File: config.mk
export PLATFORM = sky130hd
export DESIGN_NAME = elevator_scheduler
export DESIGN_NICKNAME = d
export VERILOG_FILES = /design/src/rtl/elevator_scheduler.sv
export SDC_FILE = /design/constraint.sdc
export NUM_CORES = 1
export LEC_CHECK = 0
export ABC_AREA = 0
export BUFFER_PORTS_ARGS = -buffer_cell sky130_fd_sc_hd__buf_4
export CAP_MARGIN = 15
export CORE_ASPECT_RATIO = 1.5
export CORE_MARGIN = 3
export CORE_UTILIZATION = 40
export DETAILED_ROUTE_END_ITERATION = 8
export PLACE_DENSITY = 0.6
export SETUP_SLACK_MARGIN = 0.4
export SLEW_MARGIN = 30
export SYNTH_ARGS = -nofsm -noshare
export SYNTH_HDL_FRONTEND = slang
export SYNTH_SLANG_ARGS = --single-unit
File: constraint.sdc
create_clock -name clk -period 3.1 [get_ports clk]
set_input_delay 0.465 -clock clk [delete_from_list [all_inputs] [get_ports clk]]
set_output_delay 0.465 -clock clk [all_outputs]
set_load 0.005 [all_outputs]
File: src/rtl/elevator_scheduler.sv
// SCAN-order elevator controller: latches floor requests, keeps serving in the
// current travel direction while requests lie ahead, and reverses only at a floor.
module elevator_scheduler #(
    parameter int NFLOOR      = 4,
    parameter int MOVE_CYCLES = 100000000,
    parameter int DOOR_CYCLES = 150000000
) (
    input  logic              clk,
    input  logic              rst_n,
    input  logic [NFLOOR-1:0] req_press,
    output logic [NFLOOR-1:0] pending,
    output logic [2:0]        cur_floor,
    output logic              dir_up,
    output logic              moving,
    output logic              door_open,
    output logic [1:0]        state
);

    localparam logic [1:0] S_IDLE      = 2'd0;
    localparam logic [1:0] S_MOVE_UP   = 2'd1;
    localparam logic [1:0] S_MOVE_DOWN = 2'd2;
    localparam logic [1:0] S_DOOR_OPEN = 2'd3;

    localparam logic [31:0] MOVE_LAST = 32'(MOVE_CYCLES - 1);
    localparam logic [31:0] DOOR_LAST = 32'(DOOR_CYCLES - 1);

    logic [1:0]        r_state;
    logic [NFLOOR-1:0] r_pending;
    logic [2:0]        r_cur_floor;
    logic              r_dir_up;
    logic              r_moving;
    logic              r_door_open;
    logic [31:0]       r_timer;

    logic [1:0]        w_state_next;
    logic [2:0]        w_floor_next;
    logic              w_dir_next;
    logic [31:0]       w_timer_next;
    logic [NFLOOR-1:0] w_pending_next;

    logic [2:0]        w_eval_floor;
    logic [NFLOOR-1:0] w_above;
    logic [NFLOOR-1:0] w_below;
    logic [NFLOOR-1:0] w_eval_hot;
    logic [NFLOOR-1:0] w_cur_hot;
    logic [NFLOOR-1:0] w_next_hot;
    logic [NFLOOR-1:0] w_block;
    logic [NFLOOR-1:0] w_clear;
    logic              w_ahead;
    logic              w_behind;
    logic              w_here_hit;
    logic              w_press_here;
    logic              w_go_dir;
    logic [1:0]        w_go_state;
    logic              w_move_done;
    logic              w_door_done;

    // During travel the decision is made for the floor being arrived at.
    always_comb begin
        w_eval_floor = r_cur_floor;
        if (r_state == S_MOVE_UP)
            w_eval_floor = r_cur_floor + 3'd1;
        else if (r_state == S_MOVE_DOWN)
            w_eval_floor = r_cur_floor - 3'd1;
    end

    generate
        for (genvar gi = 0; gi < NFLOOR; gi++) begin : g_floor
            assign w_above[gi]    = r_pending[gi] && (3'(gi) > w_eval_floor);
            assign w_below[gi]    = r_pending[gi] && (3'(gi) < w_eval_floor);
            assign w_eval_hot[gi] = (3'(gi) == w_eval_floor);
            assign w_cur_hot[gi]  = (3'(gi) == r_cur_floor);
            assign w_next_hot[gi] = (3'(gi) == w_floor_next);
        end
    endgenerate

    assign w_ahead      = r_dir_up ? (|w_above) : (|w_below);
    assign w_behind     = r_dir_up ? (|w_below) : (|w_above);
    assign w_here_hit   = |(r_pending & w_eval_hot);
    assign w_press_here = |(req_press & w_cur_hot);
    assign w_go_dir     = w_ahead ? r_dir_up : ~r_dir_up;
    assign w_go_state   = w_go_dir ? S_MOVE_UP : S_MOVE_DOWN;
    assign w_move_done  = ((r_state == S_MOVE_UP) || (r_state == S_MOVE_DOWN)) && (r_timer == MOVE_LAST);
    assign w_door_done  = (r_state == S_DOOR_OPEN) && (r_timer == DOOR_LAST);

    always_comb begin
        w_state_next = r_state;
        w_floor_next = r_cur_floor;
        w_dir_next   = r_dir_up;
        w_timer_next = r_timer + 32'd1;
        case (r_state)
            S_IDLE: begin
                w_timer_next = 32'd0;
                if (w_press_here || w_here_hit) begin
                    w_state_next = S_DOOR_OPEN;
                end else if (w_ahead || w_behind) begin
                    w_state_next = w_go_state;
                    w_dir_next   = w_go_dir;
                end
            end
            S_MOVE_UP, S_MOVE_DOWN: begin
                if (w_move_done) begin
                    w_timer_next = 32'd0;
                    w_floor_next = w_eval_floor;
                    if (w_here_hit) begin
                        w_state_next = S_DOOR_OPEN;
                    end else if (w_ahead || w_behind) begin
                        w_state_next = w_go_state;
                        w_dir_next   = w_go_dir;
                    end else begin
                        w_state_next = S_IDLE;
                    end
                end
            end
            default: begin
                if (w_press_here) begin
                    w_timer_next = 32'd0;
                end else if (w_door_done) begin
                    w_timer_next = 32'd0;
                    if (w_ahead || w_behind) begin
                        w_state_next = w_go_state;
                        w_dir_next   = w_go_dir;
                    end else begin
                        w_state_next = S_IDLE;
                    end
                end
            end
        endcase
    end

    // A press for the floor the car is parked at opens the door instead of queueing.
    assign w_block        = ((r_state == S_IDLE) || (r_state == S_DOOR_OPEN)) ? w_cur_hot : '0;
    assign w_clear        = (w_state_next == S_DOOR_OPEN) ? w_next_hot : '0;
    assign w_pending_next = (r_pending | (req_press & ~w_block)) & ~w_clear;

    always_ff @(posedge clk or negedge rst_n) begin
        if (!rst_n) begin
            r_state     <= S_IDLE;
            r_pending   <= '0;
            r_cur_floor <= 3'd0;
            r_dir_up    <= 1'b1;
            r_moving    <= 1'b0;
            r_door_open <= 1'b0;
            r_timer     <= 32'd0;
        end else begin
            r_state     <= w_state_next;
            r_pending   <= w_pending_next;
            r_cur_floor <= w_floor_next;
            r_dir_up    <= w_dir_next;
            r_moving    <= (w_state_next == S_MOVE_UP) || (w_state_next == S_MOVE_DOWN);
            r_door_open <= (w_state_next == S_DOOR_OPEN);
            r_timer     <= w_timer_next;
        end
    end

    assign state     = r_state;
    assign pending   = r_pending;
    assign cur_floor = r_cur_floor;
    assign dir_up    = r_dir_up;
    assign moving    = r_moving;
    assign door_open = r_door_open;

endmodule

==> results.json <==
{
  "multi_input_area_um2": 1830,
  "wirelength_mm": 7.45,
  "synthArstFlopShare_pct": 100,
  "slew_violations": 0,
  "rows": 36,
  "die-area_um2": 8140,
  "fillers": 627,
  "num-nets-final": 371,
  "crit_chain": "buf_6 -> ha_4 -> and3b_1 -> o31a_1 -> a311o_1 -> o22ai_4 -> o21bai_1 -> a32oi_1 -> ha_2 -> o21a_1 -> a21oi_1",
  "synthToLayoutAreaGrowth_pct": 25.1,
  "insertion_delay_ns": 0.29,
  "path_clk_slew_ns": 0.08,
  "grt_antenna_before_repair": 0,
  "cp-start-kind": "flip-flop",
  "grt_pass1_wl_mm": 12.0,
  "via_count": 2433,
  "wl_per_cell_um": 17.4,
  "drc_errors": 0,
  "r2r_slack_ns": 0.20,
  "finalHoldViolCount": 0,
  "die_w_um": 74.7,
  "fin_crit_sh_pct": 93.7,
  "yosys-top-cells-count": "dfrtp_1, nor2_1, nand2_1",
  "status": "completed",
  "slowest_delay_ns": 0.44,
  "synth_top_area_cell": "dfrtp_1",
  "drt_iter0_drc": 87,
  "syn-num-nets": 324,
  "syn_area_um2": 2830,
  "fin_crit_ns": 2.90,
  "grt_max_degree": 45,
  "yosys_warnings": 0,
  "place_area_um2": 3140,
  "start_util_pct": 42.4,
  "ff_latch_area_um2": 1110,
  "holdWs_ns": 0.164,
  "power_density_nw_per_um2": 272,
  "leakage_uw": 0.00147,
  "dpl.hpwl_mm": 5.17,
  "vias_per_cell": 5.67,
  "hold_class": "in2async",
  "syn_inst": 305,
  "synth_most_common_cell": "dfrtp_1",
  "final_antenna_net_count": 0,
  "track_usage_pct": 19.3,
  "cts_tree": "done",
  "worst_setup_path_end_kind": "flip-flop",
  "synth_edf_count": 0,
  "cp_max_fo": 5,
  "avgSynthCellArea_um2": 9.28,
  "r2r-end": "pending[3]",
  "cts_root_buf": "clkbuf_8",
  "fmax_ghz": 0.344,
  "rr_worst_depth": 11,
  "netlist.area_leader.share_pct": 38.0,
  "ys_ff_latch": 44,
  "die_y_um": 109,
  "worstMarginPinSlew_ns": 0.564,
  "final_area_um2": 3540,
  "gp_congestion": 0.830,
  "cap_viol_max_count": 0,
  "cts_inserted_buffers": 5,
  "yosys-top-cells-area": "dfrtp_1, ha_1, nor2_1",
  "slew_headroom_pct": 62.4,
  "grt_overflow": 0,
  "n_antenna_cell": 0,
  "core_area_um2": 6670,
  "synthFlopType": "dfrtp_1",
  "drive_gt1_share_pct": 31.4,
  "crit_slowest_cell": "dfrtp_2",
  "cts_sinks": 44,
  "grt_pass1_vias": 2445,
  "cp_data_required_time_ns": 3.28,
  "port_buffers": 17,
  "yosysSeqAreaShare_pct": 39.0,
  "worstPathArrival_ns": 3.09,
  "ir_worst_vdd_uv": 273,
  "synth_cell_type_count": 62,
  "r2r_start": "state[1]",
  "fin_skew_ns": 0.00549,
  "rsz0062_at_grt": "yes",
  "io_pins": 18,
  "path_class": "reg2reg",
  "first_pass_iters": 4,
  "htreeDepth": 2,
  "setup-violations-final": 0,
  "clockBufferDepth": 2
}
==> repair_timing <==
action | 4_1_cts | 5_1_grt
endpoints found under the setup margin | 7 | 9
hold buffers | 0 | 0
pin swaps | 12 | 8
setup buffers | 13 | 6
gates cloned | 0 | 0
resized for setup | 27 | 15
==> critical path, delay by kind of cell, from the launching register on <==
family | cells | cell delay [ns]
buffers and inverters | 1 | 0.13
adders and majority gates | 2 | 0.46
and+or+nand+nor | 1 | 0.16
DFF | 1 | 0.44
AOI/OAI and AO/OA | 7 | 1.60
==> metrics by stage <==
stage          setup slack, ns  std cells  TNS [ns]  power [µW]  util [%]
6_report                 0.195        429         0         963      53.1
5_1_grt                  0.126        429         0        1010      53.1
4_1_cts                  0.309        423         0         982      51.6
3_5_place_dp           -0.0210        402   -0.0329         604      47.1
3_3_place_gp           -0.0169        402   -0.0320         604      47.1
2_1_floorplan            0.403        305         0         587         -
==> layer usage <==
layer / wire length, µm / GRT usage [%] / up-vias
li1: - / - / 1185
met2: 4180 / 36.9 / 39
met1: 2970 / 20.7 / 1197
met3: 128 / 2.40 / 12
met4: 162 / 7.12 / 0
met5: 0 / 0 / -
==> cell families (layout without fill, tap and decap cells) <==
group,Yosys count,in the layout,share of synthesized area (%)
DFF,44,44,39.0
xor gates and xnor gates,28,28,8.67
buffers and inverters,20,68,2.96
adders and majority gates,13,13,5.75
AOI/OAI and AO/OA,51,51,12.1
and+or+nand+nor,143,143,29.4
muxes,6,6,2.21
==> cell usage in the layout, fill, tap and decap left out, types with 4 or more instances in the layout <==
cell type / n
and3_1: 5
nor3_1: 6
dfrtp_1: 40
a21oi_1: 13
clkbuf_8: 6
nand2_1: 24
xor2_1: 16
buf_4: 43
xnor2_1: 12
ha_2: 4
nor2_1: 39
o21ai_0: 5
nand3_1: 8
a21oi_2: 4
inv_1: 8
ha_4: 5
and2_1: 4
nand4_1: 9
ha_1: 4
or3_1: 5
inv_2: 5
==> final cells by class <==
cell class | instances | share of cell area [%]
multi-input cells | 241 | 51.8
flip-flops and latches | 44 | 31.3
repair buffers | 47 | 10.2
well taps | 76 | 2.69
clock buffers | 6 | 2.33
inverters | 13 | 1.38
clock inverters | 2 | 0.283
==> power by group <==
group,internal (µW),switching [µW]
Clock,178,193
Combinational,4.94,13.8
Sequential,573,0.000000000000640
==> how the worst max path moves through the flow <==
stage,startpoint,slack (ns),to,cells past startpoint
6_report,state[1],0.20,pending[3],11
5_1_grt,state[1],0.13,pending[3],12
4_1_cts,state[1],0.31,pending[3],13
3_5_place_dp,state[0],-0.02,pending[2],12
3_3_place_gp,state[0],-0.02,pending[0],12
2_1_floorplan,cur_floor[1],0.40,pending[0],12
==> state kept, by name, indices dropped and copies added (netlist names) <==
name       cells
moving         1
dir_up         1
state          2
pending        4
door_open      1
cur_floor      3
r_timer       32
Power figures use the tool's default switching activity.
